==> src/rtl/garegga_cen_pkg.sv <==
// Shared definitions for the Raizing clock-enable scheduler: game IDs,
// FSM states and the per-game n/m ratio table.
package garegga_cen_pkg;

   localparam int NUM_CH  = 4;
   localparam int RATIO_W = 16;

   localparam logic [1:0] GAME_GAREGGA  = 2'd0;
   localparam logic [1:0] GAME_KINGDMGP = 2'd1;
   localparam logic [1:0] GAME_MAHOUDAI = 2'd2;
   localparam logic [1:0] GAME_SHIPPUMD = 2'd3;

   typedef enum logic [1:0] {
      RUN  = 2'd0,
      HOLD = 2'd1,
      LOAD = 2'd2
   } state_t;

   typedef struct packed {
      logic [RATIO_W-1:0] n;
      logic [RATIO_W-1:0] m;
   } ratio_t;

   function automatic ratio_t mk_ratio(input int unsigned n, input int unsigned m);
      ratio_t r;
      r.n = RATIO_W'(n);
      r.m = RATIO_W'(m);
      return r;
   endfunction

   // Channels: 0 Z80, 1 OKI, 2 GP9001, 3 aux. Only OKI and aux differ per game.
   function automatic ratio_t ratio_lookup(input logic [1:0] game, input logic [1:0] ch);
      ratio_t r;
      r = mk_ratio(1, 96);
      case (ch)
         2'd0: r = mk_ratio(1, 24);
         2'd1: begin
            case (game)
               GAME_KINGDMGP: r = mk_ratio(9, 256);
               GAME_MAHOUDAI: r = mk_ratio(1, 12672);
               GAME_SHIPPUMD: r = mk_ratio(1, 96);
               default:       r = mk_ratio(1, 48);
            endcase
         end
         2'd2: r = mk_ratio(9, 128);
         default: begin
            case (game)
               GAME_KINGDMGP: r = mk_ratio(9, 512);
               GAME_SHIPPUMD: r = mk_ratio(1, 48);
               default:       r = mk_ratio(1, 96);
            endcase
         end
      endcase
      return r;
   endfunction

endpackage

==> src/rtl/garegga_cen_chan.sv <==
// One fractional clock-enable channel: accumulates n per active cycle and
// emits CEN on wrap past m and CENB on crossing m/2.
import garegga_cen_pkg::*;

module garegga_cen_chan #(
   parameter int WC = 16
) (
   input  logic          clk,
   input  logic          rst_n,
   input  logic          run,
   input  logic          pause,
   input  logic          clr,
   input  logic [WC-1:0] n,
   input  logic [WC-1:0] m,
   output logic          cen,
   output logic          cenb
);

   logic [WC-1:0] acc;
   logic [WC-1:0] acc_nxt;
   logic [WC:0]   sum;
   logic [WC:0]   half;
   logic          hit;
   logic          half_hit;

   // Table guarantees n < m, so sum - m always fits back into WC bits.
   always_comb begin
      sum      = {1'b0, acc} + {1'b0, n};
      half     = {2'b00, m[WC-1:1]};
      hit      = (sum >= {1'b0, m});
      half_hit = ({1'b0, acc} < half) && (sum >= half) && !hit;
      acc_nxt  = hit ? (sum[WC-1:0] - m) : sum[WC-1:0];
   end

   always_ff @(posedge clk or negedge rst_n) begin
      if (!rst_n) begin
         acc  <= '0;
         cen  <= 1'b0;
         cenb <= 1'b0;
      end else if (clr) begin
         acc  <= '0;
         cen  <= 1'b0;
         cenb <= 1'b0;
      end else if (run && !pause) begin
         acc  <= acc_nxt;
         cen  <= hit;
         cenb <= half_hit;
      end else begin
         cen  <= 1'b0;
         cenb <= 1'b0;
      end
   end

endmodule

==> src/rtl/garegga_cen_sched.sv <==
// Per-game clock-enable scheduler: selects the ratio set for the current
// game and sequences a quiet HOLD/LOAD reconfiguration on every change.
import garegga_cen_pkg::*;

module garegga_cen_sched #(
   parameter int WC       = 16,
   parameter int HOLD_CYC = 4
) (
   input  logic       CLK96,
   input  logic       RESETn,
   input  logic [2:0] GAME,
   input  logic       CFG_REQ,
   input  logic       PAUSE,
   input  logic [3:0] PAUSE_MASK,
   output logic [3:0] CEN,
   output logic [3:0] CENB,
   output logic       BUSY,
   output logic       CFG_ACK
);

   localparam logic [7:0] HOLD_INIT = 8'(HOLD_CYC - 1);

   state_t        state;
   logic [1:0]    game_q;
   logic [1:0]    game_prev;
   logic [1:0]    cfg_game;
   logic [7:0]    hold_cnt;
   logic [WC-1:0] n_q   [NUM_CH];
   logic [WC-1:0] m_q   [NUM_CH];
   ratio_t        tbl_r [NUM_CH];
   logic          trigger;
   logic          restart;
   logic          chan_run;
   logic          chan_clr;

   // Unused game codes 4..7 fold onto garegga.
   always_ff @(posedge CLK96 or negedge RESETn) begin
      if (!RESETn) begin
         game_q    <= GAME_GAREGGA;
         game_prev <= GAME_GAREGGA;
      end else begin
         game_q    <= GAME[2] ? GAME_GAREGGA : GAME[1:0];
         game_prev <= game_q;
      end
   end

   always_comb begin
      for (int i = 0; i < NUM_CH; i++) begin
         tbl_r[i] = ratio_lookup(game_q, 2'(i));
      end
   end

   // In RUN a trigger also gates the channels, so nothing fires on the detect edge.
   always_comb begin
      trigger  = CFG_REQ || (game_q != cfg_game);
      restart  = CFG_REQ || (game_q != game_prev);
      chan_run = (state == RUN) && !trigger;
      chan_clr = (state == LOAD);
   end

   always_ff @(posedge CLK96 or negedge RESETn) begin
      if (!RESETn) begin
         state    <= LOAD;
         cfg_game <= GAME_GAREGGA;
         hold_cnt <= '0;
         BUSY     <= 1'b1;
         CFG_ACK  <= 1'b0;
         for (int i = 0; i < NUM_CH; i++) begin
            n_q[i] <= '0;
            m_q[i] <= '0;
         end
      end else begin
         CFG_ACK <= 1'b0;
         case (state)
            RUN: begin
               if (trigger) begin
                  state    <= HOLD;
                  hold_cnt <= HOLD_INIT;
                  BUSY     <= 1'b1;
               end
            end
            HOLD: begin
               if (restart) begin
                  hold_cnt <= HOLD_INIT;
               end else if (hold_cnt == 8'd0) begin
                  state <= LOAD;
               end else begin
                  hold_cnt <= hold_cnt - 8'd1;
               end
            end
            LOAD: begin
               cfg_game <= game_q;
               for (int i = 0; i < NUM_CH; i++) begin
                  n_q[i] <= WC'(tbl_r[i].n);
                  m_q[i] <= WC'(tbl_r[i].m);
               end
               state   <= RUN;
               BUSY    <= 1'b0;
               CFG_ACK <= 1'b1;
            end
            default: begin
               state <= LOAD;
               BUSY  <= 1'b1;
            end
         endcase
      end
   end

   for (genvar i = 0; i < NUM_CH; i++) begin : g_chan
      garegga_cen_chan #(
         .WC(WC)
      ) u_chan (
         .clk  (CLK96),
         .rst_n(RESETn),
         .run  (chan_run),
         .pause(PAUSE & PAUSE_MASK[i]),
         .clr  (chan_clr),
         .n    (n_q[i]),
         .m    (m_q[i]),
         .cen  (CEN[i]),
         .cenb (CENB[i])
      );
   end

endmodule

==> config.mk <==
export PLATFORM = sky130hd
export DESIGN_NAME = garegga_cen_sched
export DESIGN_NICKNAME = d
export VERILOG_FILES = /design/src/rtl/garegga_cen_pkg.sv /design/src/rtl/garegga_cen_chan.sv /design/src/rtl/garegga_cen_sched.sv
export SDC_FILE = /design/constraint.sdc
export NUM_CORES = 1
export LEC_CHECK = 0
export BUFFER_PORTS_ARGS = -buffer_cell sky130_fd_sc_hd__buf_2
export CAP_MARGIN = 40
export CELL_PAD_IN_SITES_DETAIL_PLACEMENT = 2
export CELL_PAD_IN_SITES_GLOBAL_PLACEMENT = 2
export CORE_MARGIN = 3
export CORE_UTILIZATION = 44
export DETAILED_ROUTE_END_ITERATION = 8
export PLACE_DENSITY = 0.95
export SLEW_MARGIN = 20
export SYNTH_ARGS = -nofsm -noshare
export SYNTH_HDL_FRONTEND = slang
export SYNTH_HIERARCHICAL = 1
export SYNTH_SLANG_ARGS = --single-unit
==> constraint.sdc <==
create_clock -name CLK96 -period 11.05 [get_ports CLK96]
set_input_delay 3.315 -clock CLK96 [delete_from_list [all_inputs] [get_ports CLK96]]
set_output_delay 3.315 -clock CLK96 [all_outputs]
set_load 0.005 [all_outputs]
### After elaboration in Yosys (flattened, before gate mapping)

Index checks and enable logic that the tools add are counted.
Widths: inputs -> output; s select.

| word-level totals | value |
|---|---|
| output and inout bits | 10 |
| memory bits (read-only) | 0 |
| bits of input ports | 11 |
| logic and storage cells | 138 |
| bits in writable memories | 0 |
| register bits after elaboration | 156 |
| memories | 0 |
| latch bits | 0 |

| operators by class | value |
|---|---|
| $lt $le $gt $ge | 12 |
| bitwise gates (word level) | 5 |
| add/sub/neg operators | 9 |
| div/mod/pow operators | 0 |
| mux-type cells | 42 |
| reductions and logical operators | 34 |
| shift operators | 0 |
| $mul | 0 |
| eq/ne operators | 11 |

Operators with widths:

| cell | number |
|---|---|
| $mux 16 | 12 |
| $pmux 20 s3 | 1 |
| $pmux 20 s2 | 1 |
| $add 16x16->17 | 2 |
| $ge 17x15->1 | 2 |
| $ge 17x16->1 | 2 |
| $lt 16x15->1 | 2 |
| $sub 16x16->16 | 2 |
| $mux 8 | 3 |
| $mux 1 | 18 |
| $add 16x1->17 | 1 |
| $add 16x4->17 | 1 |
| $ge 17x4->1 | 1 |
| $ge 17x5->1 | 1 |
| $ge 17x7->1 | 1 |
| $ge 17x8->1 | 1 |
| $lt 16x4->1 | 1 |
| $lt 16x7->1 | 1 |
| $pmux 8 s2 | 1 |
| $sub 16x5->16 | 1 |
| $sub 16x8->16 | 1 |
| $logic_and 1x1->1 | 13 |
| $reduce_bool 2->1 | 5 |
| $logic_not 1->1 | 9 |
| 16 further kinds | 30 |

### Logic depth before layout (Yosys ltp)

Gate-level depths: netlist (run 1).

| depth | value |
|---|---|
| word-level depth | 7 |
| depth in mapped cells | 20 |
| mapped depth without buffers | 18 |

### By module

Netlist (run 1), hierarchy kept.

Modules (own cells, without submodules):

| module | area each (µm²) | sequential area each (µm²) | times used | cells an instance |
|---|---|---|---|---|
| garegga_cen_chan at g_chan[2].u_chan ... | 2994.1 | 450.4 | 2 | 358 |
| garegga_cen_chan at g_chan[0].u_chan | 2952.8 | 450.4 | 1 | 351 |
| garegga_cen_chan at g_chan[1].u_chan | 2882.8 | 450.4 | 1 | 343 |
| garegga_cen_sched | 1318.8 | 678.2 | 1 | 127 |

### Worst setup path after synthesis (run 1)

OpenSTA, ideal clock, no wires.

| timing | value |
|---|---|
| path type | in2reg |
| start point | input CFG_REQ |
| end point | register g_chan[0].u_chan.cenb |
| library setup time | 0.067 ns |
| slack | 5.780 ns |
| arrival time | 5.203 ns |
| stages on the path | 7 |
| path buffers | 0 |
| data required time | 10.983 ns |
| cell sequence | or3_1 -> or3_1 -> inv_1 -> nand3b_1 -> or3_1 -> a311oi_2 -> o41a_1 |

| between the ends | value |
|---|---|
| longest elaborated chain between the ends | 6 |

RTL lines:

| what | RTL line | text |
|---|---|---|
| start: declaration | garegga_cen_sched.sv:12 | `input logic CFG_REQ,` |
| $logic_or 1x1->1 | garegga_cen_sched.sv:55 | `trigger = CFG_REQ \|\| (game_q != cfg_game);` |
| $logic_not 1->1 | garegga_cen_sched.sv:57 | `chan_run = (state == RUN) && !trigger;` |
| $logic_and 1x1->1 | garegga_cen_sched.sv:57 |  |
| net chan_run | garegga_cen_sched.sv:33 | `logic chan_run;` |
| $logic_and 1x1->1 | garegga_cen_chan.sv:44 | `end else if (run && !pause) begin` |
| $mux 1 | garegga_cen_chan.sv:44 |  |
| $mux 1 | garegga_cen_chan.sv:40 | `end else if (clr) begin` |
| end signal: assignment | garegga_cen_chan.sv:47 | `cenb <= half_hit;` |
| end: declaration | garegga_cen_chan.sv:16 | `output logic cenb` |

The timed path passes the listed nets, and every way through them passes these cells.
A chain may end at the register's enable or synchronous reset.

### Final worst setup path (run 1)

Same ends and word-level chain as after synthesis.

==> results of run 1 <==
-- through the flow --
stage	setup WS [ns]	instances	cell area, um2	util
2_1_floorplan	5.78	1656	13600	-
3_3_place_gp	4.96	2048	14100	0.484
3_5_place_dp	4.75	2051	14100	0.485
4_1_cts	5.08	2067	14400	0.495
5_1_grt	4.93	2068	14400	0.496
6_report	5.04	2068	14400	0.496
-- per-layer routing --
layer,wire length (um),vias up,GRT usage
met5,0,-,0
met4,2510,0,0.157
met3,1890,171,0.0555
met2,27900,360,0.629
met1,21800,6561,0.387
li1,-,5838,-
-- area by class of cell --
type,instances,area share
flip-flops and latches,99,0.172
multi-input cells,1422,0.730
clock buffers,9,0.0156
clock inverters,7,0.00469
well taps,384,0.0333
repair buffers,33,0.0145
inverters,114,0.0297
-- cells in the mapped netlist (all sizes together) (11+ instances only) --
library cell / number
ha: 251
nand2: 132
or3: 15
nand4: 26
a21o: 35
o21a: 31
clkbuf: 13
xnor2: 62
nor2b: 27
o21ai: 122
dfrtp: 97
nand2b: 18
mux2i: 58
nor2: 93
o31ai: 19
a211oi: 26
nor4: 11
o211ai: 13
nor3: 33
xor2: 37
inv: 114
a21oi: 116
nand3: 27
a211o: 12
-- worst max-delay path, cell delays in order --
cell,delay (ns)
buf_2,0.11
or3_1,0.39
or3_1,0.41
inv_1,0.40
nand3b_1,0.65
or3_1,0.58
a311oi_2,0.26
o41a_1,0.22
-- registers in the layout, indices dropped and copies added (netlist names) --
register            flops
g_chan.u_chan/cenb      4
g_chan.u_chan/acc      64
hold_cnt                8
n_q                     2
game_prev               2
g_chan.u_chan/cen       4
CFG_ACK                 1
state                   2
cfg_game                2
m_q                     7
BUSY                    1
game_q                  2
-- cell families after synthesis --
kind of cell | synth area share
fa+ha+maj | 0.251
buf+inv | 0.0444
compound gates | 0.238
simple gates | 0.165
other cells | 0.000285
mux | 0.0470
xor+xnor | 0.0660
flops | 0.189
-- how the worst max path moves through the flow --
stage,start,end,slack [ns]
global route,CFG_REQ,g_chan[0].u_chan/cenb,4.93
detailed placement,CFG_REQ,g_chan[0].u_chan/cenb,4.75
CTS,CFG_REQ,g_chan[0].u_chan/cenb,5.08
global placement,CFG_REQ,g_chan[0].u_chan/cenb,4.96
floorplan,CFG_REQ,g_chan[0].u_chan/cenb,5.78
finish,CFG_REQ,g_chan[0].u_chan/cenb,5.04
==> report_table.html, run 1 <==
<table>
<tr><th>Metric</th><th>Value</th></tr>
<tr><th colspan="2">Routing</th></tr>
<tr><td>Detailed-router iteration count before antenna repair</td><td>5</td></tr>
<tr><td>Routed wirelength normalized by instance count</td><td>26.2 um</td></tr>
<tr><td>Vias/cell</td><td>6.25</td></tr>
<tr><td>Iteration-0 DRC Markers</td><td>600</td></tr>
<tr><td>Vias</td><td>12,930</td></tr>
<tr><td>Final routed DRC violation total</td><td>0</td></tr>
<tr><td>Routed Wire Length</td><td>54,100 um</td></tr>
<tr><td>Number of nets with antenna violations after routing</td><td>0</td></tr>
<tr><th colspan="2">Floorplanning</th></tr>
<tr><td>Die Span X</td><td>179 um</td></tr>
<tr><td>Die Outline Area</td><td>0.0320 mm2</td></tr>
<tr><td>Effective utilization at floorplan</td><td>0.452</td></tr>
<tr><td>Core area</td><td>0.0291 mm2</td></tr>
<tr><td>Placement Rows</td><td>62</td></tr>
<tr><td>I/O pin count</td><td>21</td></tr>
<tr><td>Die Ht</td><td>179 um</td></tr>
<tr><th colspan="2">Worst setup path</th></tr>
<tr><td>Kind of end point of the critical path</td><td>flop</td></tr>
<tr><td>Worst reg2reg startpoint</td><td>n_q[0]</td></tr>
<tr><td>Largest fanout on the critical path</td><td>18</td></tr>
<tr><td>Arrival time at the worst endpoint</td><td>6.34 ns</td></tr>
<tr><td>Logic depth of the worst register-to-register path</td><td>18</td></tr>
<tr><td>R2R Path End</td><td>g_chan[1].u_chan/acc[8]</td></tr>
<tr><td>Class of the most critical setup path</td><td>primary input to flop</td></tr>
<tr><td>Setup slack of the most critical reg-to-reg path</td><td>5.36 ns</td></tr>
<tr><td>Setup crit start kind</td><td>primary input</td></tr>
<tr><td>Data required time at the worst endpoint</td><td>11.38 ns</td></tr>
<tr><th colspan="2">Clocking</th></tr>
<tr><td>TritonCTS buffer count</td><td>9</td></tr>
<tr><td>Clk sinks</td><td>99</td></tr>
<tr><td>Clock-pin transition on the worst setup and hold timing paths</td><td>0.09 ns</td></tr>
<tr><td>Total of cells resized after clock tree synthesis</td><td>0</td></tr>
<tr><td>Later-pin clock latency in the skew report</td><td>0.41 ns</td></tr>
<tr><td>H-tree levels</td><td>3</td></tr>
<tr><td>Buffers inserted by post-CTS timing repair</td><td>0</td></tr>
<tr><td>Root cell of the clock tree</td><td>clkbuf_16</td></tr>
<tr><td>TritonCTS clock tree</td><td>built</td></tr>
<tr><td>Count of hold-fix buffers inserted at cts</td><td>0</td></tr>
<tr><td>CTS max path bufs</td><td>2</td></tr>
<tr><th colspan="2">Finish</th></tr>
<tr><td>Proportion of layout cells with a drive suffix above 1</td><td>0.0647</td></tr>
<tr><td>Number of nets in the layout</td><td>1,949</td></tr>
<tr><td>Leading cell type in the layout, fill and taps excluded</td><td>ha_1</td></tr>
<tr><td>Ant. Diodes</td><td>0</td></tr>
<tr><td>Area of combinational cells with multiple inputs</td><td>0.0105 mm2</td></tr>
<tr><td>Filler instances</td><td>3,273</td></tr>
<tr><td>Seq. cell area</td><td>0.00248 mm2</td></tr>
<tr><td>Area added between synthesis and finish</td><td>9.70%</td></tr>
<tr><td>Most used cells in the layout excluding fill and tap cells</td><td>ha_1 (251), nand2_1 (132), conb_1 (120), inv_1 (114), a21oi_1 (111)</td></tr>
<tr><th colspan="2">Synth</th></tr>
<tr><td>FFs w/ async S/R, synth</td><td>1.00</td></tr>
<tr><td>Number of enable-type register cells in the synthesized netlist</td><td>0</td></tr>
<tr><td>Per-instance average area after synthesis</td><td>8.55 um2</td></tr>
<tr><td>Area share of the largest cell type after synthesis</td><td>0.239</td></tr>
<tr><td>Share of the yosys chip area belonging to registers</td><td>0.189</td></tr>
<tr><td>Cell count after synthesis</td><td>1,537</td></tr>
<tr><td>Top cell type by total area after synthesis</td><td>ha_1</td></tr>
<tr><td>Flip-flop and latch count after synthesis</td><td>99</td></tr>
<tr><td>Ranking of synthesized cells by area</td><td>ha_1 (24%), dfrtp_1 (18%), mux2i_1 (4.4%)</td></tr>
<tr><td>Cell variety after synth</td><td>88</td></tr>
<tr><td>Top FF cell, synth</td><td>dfrtp_1</td></tr>
<tr><td>Post-synthesis instance area</td><td>0.0131 mm2</td></tr>
<tr><td>Total of warnings raised by yosys</td><td>6</td></tr>
<tr><th colspan="2">Global routing</th></tr>
<tr><td>Antenna violations before repair</td><td>0</td></tr>
<tr><td>Maximum number of pins on one net before global-route repair</td><td>54</td></tr>
<tr><td>Global-route congestion overflow total</td><td>0</td></tr>
<tr><td>Global-route wire length before repair</td><td>85,100 um</td></tr>
<tr><td>All-Layer GR Usage</td><td>0.343</td></tr>
<tr><td>Number of global-route vias before repair</td><td>14,960</td></tr>
<tr><th colspan="2">Hold path</th></tr>
<tr><td>Hold Crit Depth</td><td>2</td></tr>
<tr><td>Launch instance of the worst min-delay path</td><td>m_q[5]</td></tr>
<tr><td>Endpoint, Worst Hold</td><td>m_q[5]</td></tr>
<tr><td>Class of the tightest hold or removal check</td><td>flop to flop</td></tr>
<tr><th colspan="2">STA</th></tr>
<tr><td>Slew headroom</td><td>0.488</td></tr>
<tr><td>Minimum hold slack</td><td>0.509 ns</td></tr>
<tr><td>Total negative slack</td><td>0 ns</td></tr>
<tr><td>Actual slew at the worst max-slew pin</td><td>0.768 ns</td></tr>
<tr><td>Layout Skew</td><td>0.0287 ns</td></tr>
<tr><td>Fraction of the cycle the final worst path needs</td><td>0.544</td></tr>
<tr><td>RSZ-0062 raised after global routing</td><td>no</td></tr>
<tr><td>Number of pins with negative max-slew slack in the final report</td><td>0</td></tr>
<tr><td>Max Clk Rate</td><td>166 MHz</td></tr>
<tr><td>Endpoints failing setup</td><td>0</td></tr>
<tr><td>Minimum clock period after layout</td><td>6.01 ns</td></tr>
<tr><td>Endpoints failing hold</td><td>0</td></tr>
<tr><th colspan="2">Run status</th></tr>
<tr><td>Run status</td><td>finished, final reports clean</td></tr>
<tr><th colspan="2">Flow run</th></tr>
<tr><td>Max-cap violations</td><td>0</td></tr>
<tr><th colspan="2">Placement</th></tr>
<tr><td>IO Port Bufs</td><td>20</td></tr>
<tr><td>Detailed-placement wirelength estimate</td><td>41,200 um</td></tr>
<tr><td>Final weighted congestion in routability-driven placement</td><td>0.831</td></tr>
</table>
Power of run 1 is left out: the tool's default activity adds up to more than one toggle a clock period on the data nets, which glitch-free logic cannot reach.
==> run 2, diff against run 1 <==
--- a/config.mk
+++ b/config.mk
@@ -5,14 +5,15 @@
 export SDC_FILE = /design/constraint.sdc
 export NUM_CORES = 1
 export LEC_CHECK = 0
+export ABC_AREA = 1
 export BUFFER_PORTS_ARGS = -buffer_cell sky130_fd_sc_hd__buf_2
 export CAP_MARGIN = 40
 export CELL_PAD_IN_SITES_DETAIL_PLACEMENT = 2
 export CELL_PAD_IN_SITES_GLOBAL_PLACEMENT = 2
 export CORE_MARGIN = 3
-export CORE_UTILIZATION = 44
+export CORE_UTILIZATION = 38
 export DETAILED_ROUTE_END_ITERATION = 8
-export PLACE_DENSITY = 0.95
+export PLACE_DENSITY = 0.92
 export SLEW_MARGIN = 20
 export SYNTH_ARGS = -nofsm -noshare
 export SYNTH_HDL_FRONTEND = slang
==> constraint.sdc (replaced) <==
create_clock -name CLK96 -period 5.6 [get_ports CLK96]
set_input_delay 1.68 -clock CLK96 [delete_from_list [all_inputs] [get_ports CLK96]]
set_output_delay 1.68 -clock CLK96 [all_outputs]
set_load 0.005 [all_outputs]
==> run 2 against run 1 <==
Synthesized area increased by 16%. Critical path depth up 15. Utilization is 7.0 points lower. Critical endpoint is now g_chan[1].u_chan/cenb. Highest routed layer unchanged.
==> report_table.html, run 2 <==
<table>
<tr><th>Metric</th><th>Value</th></tr>
<tr><th colspan="2">Power and ir drop</th></tr>
<tr><td>Part of the total power dissipated in the clock network</td><td>0.070</td></tr>
<tr><td>Seq pwr share</td><td>0.122</td></tr>
<tr><td>Combinational group share of total power</td><td>0.808</td></tr>
<tr><td>Internal power contribution</td><td>3.70 mW</td></tr>
<tr><td>Final Total Pwr</td><td>9.67 mW</td></tr>
<tr><td>Worst ir drop on vdd</td><td>0.236 mV</td></tr>
<tr><td>Leakage power total</td><td>9.35 nW</td></tr>
<tr><td>Ratio of total power to cell area</td><td>582 mW/mm2</td></tr>
<tr><td>Net switching fraction of the power</td><td>0.617</td></tr>
<tr><td>Switching power of the nets</td><td>5.96 mW</td></tr>
<tr><th colspan="2">STA</th></tr>
<tr><td>Actual slew at the worst max-slew pin</td><td>0.775 ns (+0.00766 ns)</td></tr>
<tr><td>Layout Skew</td><td>0.0208 ns (-0.00793 ns)</td></tr>
<tr><td>RSZ-0062 raised after global routing</td><td>no</td></tr>
<tr><td>Total negative slack</td><td>0 ns (unchanged)</td></tr>
<tr><td>Number of pins with negative max-slew slack in the final report</td><td>0 (unchanged)</td></tr>
<tr><td>Endpoints failing hold</td><td>0 (unchanged)</td></tr>
<tr><td>Final setup slack of the worst path</td><td>1.02 ns (-4.02 ns)</td></tr>
<tr><td>Max Clk Rate</td><td>218 MHz</td></tr>
<tr><td>Minimum hold slack</td><td>0.523 ns (+0.0133 ns)</td></tr>
<tr><td>Slew headroom</td><td>0.483 (-0.00511)</td></tr>
<tr><td>Endpoints failing setup</td><td>0 (unchanged)</td></tr>
<tr><td>Minimum clock period after layout</td><td>4.58 ns</td></tr>
<tr><td>Fraction of the cycle the final worst path needs</td><td>0.819</td></tr>
<tr><th colspan="2">Global routing</th></tr>
<tr><td>Global-route wire length before repair</td><td>103,000 um (+21%)</td></tr>
<tr><td>Global-route congestion overflow total</td><td>0 (unchanged)</td></tr>
<tr><td>All-Layer GR Usage</td><td>0.309 (-0.0333)</td></tr>
<tr><td>Number of global-route vias before repair</td><td>18,746 (+25%)</td></tr>
<tr><td>Maximum number of pins on one net before global-route repair</td><td>46 (-15%)</td></tr>
<tr><td>Antenna violations before repair</td><td>0 (unchanged)</td></tr>
<tr><th colspan="2">Placement</th></tr>
<tr><td>IO Port Bufs</td><td>20 (unchanged)</td></tr>
<tr><td>Detailed-placement wirelength estimate</td><td>53,300 um (+29%)</td></tr>
<tr><td>Pre-CTS setup slack</td><td>1.21 ns (-3.54 ns)</td></tr>
<tr><td>Total instance count after detailed placement</td><td>2,911 (+42%)</td></tr>
<tr><td>Final weighted congestion in routability-driven placement</td><td>0.849 (+2.1%)</td></tr>
<tr><td>Total cell area at the placement stage</td><td>0.0163 mm2 (+16%)</td></tr>
<tr><th colspan="2">Finish</th></tr>
<tr><td>Area added between synthesis and finish</td><td>9.12%</td></tr>
<tr><td>Filler instances</td><td>4,808 (+47%)</td></tr>
<tr><td>Layout Cell Area excl Fill</td><td>0.0166 mm2 (+15%)</td></tr>
<tr><td>Largest registers</td><td>g_chan.u_chan/acc (64), hold_cnt (8), m_q (7)</td></tr>
<tr><td>Leading cell type in the layout, fill and taps excluded</td><td>nand2_1</td></tr>
<tr><td>Ant. Diodes</td><td>0 (unchanged)</td></tr>
<tr><td>Final Non-Filler Cells</td><td>2,927 (+42%)</td></tr>
<tr><td>Most used cells in the layout excluding fill and tap cells</td><td>nand2_1 (665), inv_1 (302), ha_1 (251), nand3_1 (166), a21oi_1 (144)</td></tr>
<tr><td>Register with the highest flop count</td><td>g_chan.u_chan/acc</td></tr>
<tr><td>Proportion of layout cells with a drive suffix above 1</td><td>0.0942 (+0.0295)</td></tr>
<tr><td>Utilization of the core after routing</td><td>0.425 (-0.0704)</td></tr>
<tr><td>Number of nets in the layout</td><td>2,674 (+37%)</td></tr>
<tr><td>Max FFs per register</td><td>64 (unchanged)</td></tr>
<tr><th colspan="2">Clocking</th></tr>
<tr><td>Later-pin clock latency in the skew report</td><td>0.40 ns (about the same)</td></tr>
<tr><td>Buffers inserted by post-CTS timing repair</td><td>0 (unchanged)</td></tr>
<tr><td>Root cell of the clock tree</td><td>clkbuf_16</td></tr>
<tr><td>Total of cells resized after clock tree synthesis</td><td>0 (unchanged)</td></tr>
<tr><td>H-tree levels</td><td>3 (unchanged)</td></tr>
<tr><td>Clk sinks</td><td>99 (unchanged)</td></tr>
<tr><td>Clock-pin transition on the worst setup and hold timing paths</td><td>0.09 ns (about the same)</td></tr>
<tr><td>CTS max path bufs</td><td>2 (unchanged)</td></tr>
<tr><td>TritonCTS clock tree</td><td>built</td></tr>
<tr><td>TritonCTS buffer count</td><td>9 (unchanged)</td></tr>
<tr><td>Count of hold-fix buffers inserted at cts</td><td>0 (unchanged)</td></tr>
<tr><th colspan="2">Floorplanning</th></tr>
<tr><td>Die Ht</td><td>206 um (+15%)</td></tr>
<tr><td>Placement Rows</td><td>72 (+16%)</td></tr>
<tr><td>Effective utilization at floorplan</td><td>0.390 (-0.0621)</td></tr>
<tr><td>Core area</td><td>0.0391 mm2 (+34%)</td></tr>
<tr><td>Die Outline Area</td><td>0.0425 mm2 (+33%)</td></tr>
<tr><td>Die Span X</td><td>206 um (+15%)</td></tr>
<tr><td>I/O pin count</td><td>21 (unchanged)</td></tr>
<tr><th colspan="2">Synth</th></tr>
<tr><td>Top cell type by total area after synthesis</td><td>ha_1</td></tr>
<tr><td>Share of the yosys chip area belonging to registers</td><td>0.163 (-0.0259)</td></tr>
<tr><td>Post-synthesis instance area</td><td>0.0152 mm2 (+16%)</td></tr>
<tr><td>Post-synth top cells</td><td>nand2_1 (665), inv_1 (302), ha_1 (251), nand3_1 (166), nor2_1 (146)</td></tr>
<tr><td>Ranking of synthesized cells by area</td><td>ha_1 (21%), nand2_1 (16%), dfrtp_1 (16%)</td></tr>
<tr><td>Top FF cell, synth</td><td>dfrtp_1</td></tr>
<tr><td>Cell count after synthesis</td><td>2,269 (+48%)</td></tr>
<tr><td>Cell variety after synth</td><td>53 (-40%)</td></tr>
<tr><td>Leading cell type by number of instances after synthesis</td><td>nand2_1</td></tr>
<tr><td>Total of warnings raised by yosys</td><td>6 (unchanged)</td></tr>
<tr><td>Per-instance average area after synthesis</td><td>6.71 um2 (-21%)</td></tr>
<tr><td>FFs w/ async S/R, synth</td><td>1.00 (unchanged)</td></tr>
<tr><td>Area share of the largest cell type after synthesis</td><td>0.206 (-0.0328)</td></tr>
<tr><td>Flip-flop and latch count after synthesis</td><td>99 (unchanged)</td></tr>
<tr><td>Number of enable-type register cells in the synthesized netlist</td><td>0 (unchanged)</td></tr>
<tr><th colspan="2">Routing</th></tr>
<tr><td>Routed Wire Length</td><td>65,100 um (+20%)</td></tr>
<tr><td>Final routed DRC violation total</td><td>0 (unchanged)</td></tr>
<tr><td>Vias/cell</td><td>5.52 (-12%)</td></tr>
<tr><td>Vias</td><td>16,163 (+25%)</td></tr>
<tr><td>Number of nets with antenna violations after routing</td><td>0 (unchanged)</td></tr>
<tr><td>Detailed-router iteration count before antenna repair</td><td>8 (+3)</td></tr>
<tr><td>Iteration-0 DRC Markers</td><td>916 (+53%)</td></tr>
<tr><td>Routed wirelength normalized by instance count</td><td>22.3 um (-15%)</td></tr>
<tr><th colspan="2">Worst setup path</th></tr>
<tr><td>Largest fanout on the critical path</td><td>17 (-1)</td></tr>
<tr><td>Cell type with the highest occurrence count on the critical path</td><td>nand2_1</td></tr>
<tr><td>Arrival time at the worst endpoint</td><td>4.89 ns (-1.45 ns)</td></tr>
<tr><td>Slowest library cell on the worst path</td><td>dfrtp_1</td></tr>
<tr><td>Logic depth of the worst register-to-register path</td><td>23 (+5)</td></tr>
<tr><td>R2R Path End</td><td>g_chan[1].u_chan/cenb</td></tr>
<tr><td>Slowest cell delay on critical path</td><td>0.66 ns (about the same)</td></tr>
<tr><td>Worst reg2reg startpoint</td><td>n_q[0]</td></tr>
<tr><td>Kind of end point of the critical path</td><td>flop</td></tr>
<tr><td>Cell-by-cell listing of the critical path</td><td>ha_1 -&gt; inv_1 -&gt; fa_1 -&gt; inv_1 -&gt; nand3_1 -&gt; nand2_1 -&gt; nand2_1 -&gt; nand2_1 -&gt; nand3_1 -&gt; nand2_1 -&gt; xor2_1 -&gt; ha_1 -&gt; nand2_1 -&gt; inv_1 -&gt; nand2_1 -&gt; nand2_1 -&gt; a21oi_1 -&gt; nand2_2 -&gt; nand2_2 -&gt; nand2_4 -&gt; nor2_4 -&gt; nand3_1 -&gt; nor2_1</td></tr>
<tr><td>Class of the most critical setup path</td><td>flop to flop</td></tr>
<tr><td>Setup crit start kind</td><td>flop</td></tr>
<tr><td>Data required time at the worst endpoint</td><td>5.91 ns (-5.47 ns)</td></tr>
<tr><td>Setup slack of the most critical reg-to-reg path</td><td>1.02 ns (-4.34 ns)</td></tr>
<tr><th colspan="2">Hold path</th></tr>
<tr><td>Launch instance of the worst min-delay path</td><td>m_q[40]</td></tr>
<tr><td>Endpoint, Worst Hold</td><td>m_q[40]</td></tr>
<tr><td>Hold Crit Depth</td><td>2 (unchanged)</td></tr>
<tr><td>Class of the tightest hold or removal check</td><td>flop to flop</td></tr>
<tr><th colspan="2">Flow run</th></tr>
<tr><td>Max-cap violations</td><td>0 (unchanged)</td></tr>
<tr><th colspan="2">Run status</th></tr>
<tr><td>Run status</td><td>finished, final reports clean</td></tr>
</table>
run 2: power by group through the flow:
stage          logic (mW)  clock network [mW]  registers [mW]
5_1_grt              8.55               0.712            1.20
6_report             7.81               0.679            1.18
2_1_floorplan        5.38                   0            1.06
3_5_place_dp         7.41                   0            1.18
3_3_place_gp         6.63                   0            1.13
4_1_cts              7.60               0.692            1.17
run 2: kinds of logic after synthesis:
logic type | Yosys count | synth area share
flip-flops | 99 | 0.163
XOR/XNOR | 74 | 0.0425
other | 1 | 0.000246
adder cells (fa/ha/maj) | 259 | 0.217
buffers and inverters | 349 | 0.0936
AO/OA/AOI/OAI | 260 | 0.0994
AND/OR/NAND/NOR | 1227 | 0.385
run 2: worst max path at each step:
| stage | start | end | depth (start not counted) |
|---|---|---|---|
| detailed placement | n_q[0] | g_chan[1].u_chan/cenb | 23 |
| CTS | n_q[0] | g_chan[1].u_chan/cenb | 23 |
| floorplan | CFG_REQ | g_chan[1].u_chan/acc[12] | 12 |
| global placement | CFG_REQ | g_chan[1].u_chan/cenb | 12 |
| finish | n_q[0] | g_chan[1].u_chan/cenb | 23 |
| global route | n_q[0] | g_chan[1].u_chan/cenb | 23 |
run 2: area by class of cell:
type                    count  area (um2)  area share
clock inverters             6        47.5     0.00286
well taps                 518         648      0.0390
clock buffers              10         239      0.0144
inverters                 326        1230      0.0742
multi-input cells        1939       11800       0.709
flip-flops and latches     99        2480       0.149
repair buffers             29         190      0.0114
run 2: per-layer routing:
| metal | track usage | share of wire | vias to the layer above |
|---|---|---|---|
| li1 | - | - | 7561 |
| met1 | 0.360 | 0.42 | 8109 |
| met2 | 0.570 | 0.51 | 324 |
| met3 | 0.0324 | 0.024 | 169 |
| met4 | 0.139 | 0.042 | 0 |
| met5 | 0 | 0 | - |
run 2: critical path: cells and delay by family (launching register included):
kind	cells	cell delay [ns]
adder cells (fa/ha/maj)	3	1.02
XOR/XNOR	1	0.36
AND/OR/NAND/NOR	15	1.97
flip-flops	1	0.66
AO/OA/AOI/OAI	1	0.23
buffers and inverters	3	0.24
Power figures use the tool's default switching activity.
==> run 3, diff against run 2 <==
--- a/config.mk
+++ b/config.mk
@@ -11,9 +11,9 @@
 export CELL_PAD_IN_SITES_DETAIL_PLACEMENT = 2
 export CELL_PAD_IN_SITES_GLOBAL_PLACEMENT = 2
 export CORE_MARGIN = 3
-export CORE_UTILIZATION = 38
+export CORE_UTILIZATION = 34
 export DETAILED_ROUTE_END_ITERATION = 8
-export PLACE_DENSITY = 0.92
+export PLACE_DENSITY = 0.87
 export SLEW_MARGIN = 20
 export SYNTH_ARGS = -nofsm -noshare
 export SYNTH_HDL_FRONTEND = slang
==> constraint.sdc (replaced) <==
create_clock -name CLK96 -period 3.8 [get_ports CLK96]
set_input_delay 1.14 -clock CLK96 [delete_from_list [all_inputs] [get_ports CLK96]]
set_output_delay 1.14 -clock CLK96 [all_outputs]
set_load 0.005 [all_outputs]
==> run 3 against run 2 <==
The flow now finishes with violations (setup timing). Via count grew 13%. Sequential share of layout area decreased by 1.5 points. Utilization hardly changed. Cell area rose by 12%. Critical path depth stayed put. Hold slack better by 0.015 ns. Non-clock buffer count up 90. Register-to-register slack got worse by 1.3 ns. Wire length rose by 35%. Critical path type unchanged. Largest power group unchanged.
==> report_table.html, run 3 (synthesized netlist as in run 2, its figures left out) <==
<table>
<tr><th>Metric</th><th>Value</th></tr>
<tr><th colspan="2">Run status</th></tr>
<tr><td>Run status</td><td>finished, violations left</td></tr>
<tr><td>Failing checks</td><td>setup timing</td></tr>
<tr><th colspan="2">Floorplanning</th></tr>
<tr><td>Die Ht</td><td>218 um (+5.6%)</td></tr>
<tr><td>Effective utilization at floorplan</td><td>0.349 (-0.0406)</td></tr>
<tr><td>I/O pin count</td><td>21 (unchanged)</td></tr>
<tr><td>Die Span X</td><td>218 um (+5.6%)</td></tr>
<tr><td>Core area</td><td>0.0436 mm2 (+12%)</td></tr>
<tr><td>Placement Rows</td><td>76 (+5.6%)</td></tr>
<tr><td>Die Outline Area</td><td>0.0474 mm2 (+11%)</td></tr>
<tr><th colspan="2">Worst setup path</th></tr>
<tr><td>Worst Setup SP</td><td>n_q[0]</td></tr>
<tr><td>Worst reg2reg startpoint</td><td>n_q[0]</td></tr>
<tr><td>Cell-by-cell listing of the critical path</td><td>buf_6 -&gt; ha_4 -&gt; inv_1 -&gt; fa_2 -&gt; inv_2 -&gt; nand3_2 -&gt; nand2_4 -&gt; nand2_2 -&gt; nand2_4 -&gt; nand2_1 -&gt; nand2_2 -&gt; xor2_4 -&gt; buf_4 -&gt; ha_1 -&gt; a21o_1 -&gt; a21oi_1 -&gt; o21ai_0 -&gt; nor2_1 -&gt; nand2_1 -&gt; nand2_1 -&gt; nand3_1 -&gt; nand2_1 -&gt; nor2_1</td></tr>
<tr><td>Critical Path Stages</td><td>23 (unchanged)</td></tr>
<tr><td>Slowest cell delay on critical path</td><td>0.44 ns (-0.22 ns)</td></tr>
<tr><td>Slowest library cell on the worst path</td><td>dfrtp_1</td></tr>
<tr><td>Setup crit start kind</td><td>flop</td></tr>
<tr><td>Crit-path leading delay family</td><td>simple AND/OR/NAND/NOR gates</td></tr>
<tr><td>Kind of end point of the critical path</td><td>flop</td></tr>
<tr><td>R2R Path End</td><td>g_chan[2].u_chan/cenb</td></tr>
<tr><td>Data required time at the worst endpoint</td><td>4.09 ns (-1.82 ns)</td></tr>
<tr><td>Setup slack of the most critical reg-to-reg path</td><td>-0.31 ns (-1.33 ns)</td></tr>
<tr><td>Largest fanout on the critical path</td><td>4 (-13)</td></tr>
<tr><td>Class of the most critical setup path</td><td>flop to flop</td></tr>
<tr><td>Logic depth of the worst register-to-register path</td><td>23 (unchanged)</td></tr>
<tr><td>Arrival time at the worst endpoint</td><td>4.40 ns (-0.49 ns)</td></tr>
<tr><td>Crit path buf inv count</td><td>4 (+1)</td></tr>
<tr><td>Capturing element of the worst setup path</td><td>g_chan[2].u_chan/cenb</td></tr>
<tr><td>Cell type with the highest occurrence count on the critical path</td><td>nand2_1</td></tr>
<tr><th colspan="2">Clocking</th></tr>
<tr><td>H-tree levels</td><td>3 (unchanged)</td></tr>
<tr><td>Later-pin clock latency in the skew report</td><td>0.41 ns (about the same)</td></tr>
<tr><td>CTS max path bufs</td><td>2 (unchanged)</td></tr>
<tr><td>Clock-pin transition on the worst setup and hold timing paths</td><td>0.11 ns (+0.02 ns)</td></tr>
<tr><td>Count of hold-fix buffers inserted at cts</td><td>0 (unchanged)</td></tr>
<tr><td>TritonCTS buffer count</td><td>9 (unchanged)</td></tr>
<tr><td>Clk sinks</td><td>99 (unchanged)</td></tr>
<tr><td>TritonCTS clock tree</td><td>built</td></tr>
<tr><td>Root cell of the clock tree</td><td>clkbuf_16</td></tr>
<tr><th colspan="2">Finish</th></tr>
<tr><td>Register with the highest flop count</td><td>g_chan.u_chan/acc</td></tr>
<tr><td>Area added between synthesis and finish</td><td>21.9%</td></tr>
<tr><td>Most used cells in the layout excluding fill and tap cells</td><td>nand2_1 (620), inv_1 (292), ha_1 (222), nand3_1 (154), a21oi_1 (135)</td></tr>
<tr><td>Number of nets in the layout</td><td>2,770 (+3.6%)</td></tr>
<tr><td>Largest registers</td><td>g_chan.u_chan/acc (64), hold_cnt (8), m_q (7)</td></tr>
<tr><td>Max FFs per register</td><td>64 (unchanged)</td></tr>
<tr><td>Ant. Diodes</td><td>0 (unchanged)</td></tr>
<tr><td>Leading cell type in the layout, fill and taps excluded</td><td>nand2_1</td></tr>
<tr><td>Proportion of layout cells with a drive suffix above 1</td><td>0.190 (+0.0954)</td></tr>
<tr><td>Layout Cell Area excl Fill</td><td>0.0186 mm2 (+12%)</td></tr>
<tr><th colspan="2">Placement</th></tr>
<tr><td>Total cell area at the placement stage</td><td>0.0167 mm2 (+2.1%)</td></tr>
<tr><td>IO Port Bufs</td><td>20 (unchanged)</td></tr>
<tr><td>Detailed-placement wirelength estimate</td><td>51,000 um (-4.4%)</td></tr>
<tr><td>Final weighted congestion in routability-driven placement</td><td>0.868 (+2.3%)</td></tr>
<tr><th colspan="2">STA</th></tr>
<tr><td>Endpoints failing setup</td><td>50 (+50)</td></tr>
<tr><td>Fraction of the cycle the final worst path needs</td><td>1.08 (+0.264)</td></tr>
<tr><td>Slew headroom</td><td>0.474 (-0.00909)</td></tr>
<tr><td>Final setup slack of the worst path</td><td>-0.312 ns (-1.33 ns)</td></tr>
<tr><td>RSZ-0062 raised after global routing</td><td>yes</td></tr>
<tr><td>Total negative slack</td><td>-4.65 ns (-4.65 ns)</td></tr>
<tr><td>Minimum clock period after layout</td><td>4.11 ns (-0.472 ns)</td></tr>
<tr><td>Layout Skew</td><td>0.0257 ns (+0.00486 ns)</td></tr>
<tr><td>Max Clk Rate</td><td>243 MHz (+11%)</td></tr>
<tr><td>Number of pins with negative max-slew slack in the final report</td><td>0 (unchanged)</td></tr>
<tr><td>Endpoints failing hold</td><td>0 (unchanged)</td></tr>
<tr><td>Actual slew at the worst max-slew pin</td><td>0.781 ns (+0.00538 ns)</td></tr>
<tr><th colspan="2">Routing</th></tr>
<tr><td>Detailed-router iteration count before antenna repair</td><td>5 (-3)</td></tr>
<tr><td>Vias/cell</td><td>5.91 (+7.0%)</td></tr>
<tr><td>Iteration-0 DRC Markers</td><td>1,389 (+52%)</td></tr>
<tr><td>Routed Wire Length</td><td>88,200 um (+35%)</td></tr>
<tr><td>Final routed DRC violation total</td><td>0 (unchanged)</td></tr>
<tr><td>Number of nets with antenna violations after routing</td><td>0 (unchanged)</td></tr>
<tr><td>Vias</td><td>18,251 (+13%)</td></tr>
<tr><td>Routed wirelength normalized by instance count</td><td>28.6 um (+28%)</td></tr>
<tr><th colspan="2">Global routing</th></tr>
<tr><td>Global-route congestion overflow total</td><td>0 (unchanged)</td></tr>
<tr><td>Antenna violations before repair</td><td>1 (+1)</td></tr>
<tr><td>Maximum number of pins on one net before global-route repair</td><td>44 (-4.3%)</td></tr>
<tr><td>Global-route wire length before repair</td><td>115,000 um (+11%)</td></tr>
<tr><td>All-Layer GR Usage</td><td>0.308 (-0.00152)</td></tr>
<tr><td>Number of global-route vias before repair</td><td>19,858 (+5.9%)</td></tr>
<tr><th colspan="2">Power and ir drop</th></tr>
<tr><td>Leakage power total</td><td>10.0 nW (+7.0%)</td></tr>
<tr><td>Switching power of the nets</td><td>11.0 mW (+85%)</td></tr>
<tr><td>Worst ir drop on vdd</td><td>0.386 mV (+64%)</td></tr>
<tr><td>Final Total Pwr</td><td>17.9 mW (+85%)</td></tr>
<tr><td>Part of the total power dissipated in the clock network</td><td>0.059 (-0.011)</td></tr>
<tr><td>Ratio of total power to cell area</td><td>962 mW/mm2 (+65%)</td></tr>
<tr><td>Seq pwr share</td><td>0.099 (-0.023)</td></tr>
<tr><td>Combinational group share of total power</td><td>0.841 (+0.033)</td></tr>
<tr><td>Net switching fraction of the power</td><td>0.617 (about the same)</td></tr>
<tr><td>Internal power contribution</td><td>6.84 mW (+85%)</td></tr>
<tr><th colspan="2">Hold path</th></tr>
<tr><td>Class of the tightest hold or removal check</td><td>flop to flop</td></tr>
<tr><th colspan="2">Flow run</th></tr>
<tr><td>Max-cap violations</td><td>0 (unchanged)</td></tr>
</table>
run 3: layer usage:
layer | track usage | part of all wire | vias to the layer above
met5 | 0 | 0 | -
met4 | 0.143 | 0.084 | 0
met3 | 0.0358 | 0.052 | 468
met2 | 0.571 | 0.50 | 947
met1 | 0.352 | 0.37 | 9091
li1 | - | - | 7745
run 3: power by group through the flow:
stage | Clock, mW | Combinational, mW | Sequential [mW]
global route | 1.11 | 15.8 | 1.79
detailed placement | 0 | 11.0 | 1.71
floorplan | 0 | 7.92 | 1.56
CTS | 1.05 | 11.8 | 1.69
global placement | 0 | 10.1 | 1.65
finish | 1.06 | 15.0 | 1.77
run 3: final cells by class:
| type | instances | area, um2 |
|---|---|---|
| Fill cell | 5203 | 25100 |
| Multi-Input combinational cell | 1943 | 12800 |
| Sequential cell | 99 | 2480 |
| Inverter | 326 | 1250 |
| Timing Repair Buffer | 119 | 956 |
| Tap cell | 585 | 732 |
| Clock buffer | 9 | 225 |
| Clock inverter | 7 | 65.1 |
| Timing Repair inverter | 2 | 15.0 |
run 3: through the flow:
step / cells / setup WS [ns] / utilization / hold WS [ns]
CTS: 3053 / 0.00710 / 0.397 / 0.510
global route: 3090 / -0.353 / 0.425 / 0.555
floorplan: 2387 / 0.560 / - / 0.442
finish: 3090 / -0.312 / 0.425 / 0.538
global placement: 3013 / 0.118 / 0.382 / 0.460
detailed placement: 3013 / -0.176 / 0.382 / 0.477
run 3: worst reg2reg max path: stages, from the launching register on:
cell     delay, ns
dfrtp_1       0.44
buf_6         0.17
ha_4          0.14
inv_1         0.08
fa_2          0.43
inv_2         0.08
nand3_2       0.09
nand2_4       0.13
nand2_2       0.09
nand2_4       0.09
nand2_1       0.07
nand2_2       0.13
xor2_4        0.27
buf_4         0.19
ha_1          0.25
a21o_1        0.20
a21oi_1       0.25
o21ai_0       0.17
nor2_1        0.18
nand2_1       0.15
nand2_1       0.10
nand3_1       0.12
nand2_1       0.12
nor2_1        0.07
run 3: how the worst min path moves through the flow:
stage / depth (start not counted) / end / from / slack [ns]
2_1_floorplan: 2 / m_q[36] / m_q[36] / 0.44
6_report: 2 / hold_cnt[6] / hold_cnt[6] / 0.54
4_1_cts: 2 / m_q[40] / m_q[40] / 0.51
3_5_place_dp: 2 / m_q[36] / m_q[36] / 0.48
3_3_place_gp: 2 / m_q[36] / m_q[36] / 0.46
5_1_grt: 2 / hold_cnt[6] / hold_cnt[6] / 0.56
run 3: repair_timing:
action                                  4_1_cts  5_1_grt
endpoints found under the setup margin       72       72
gates resized for setup                      34      191
setup buffers                                20       34
pin swaps                                     5       62
gates cloned                                  4        3
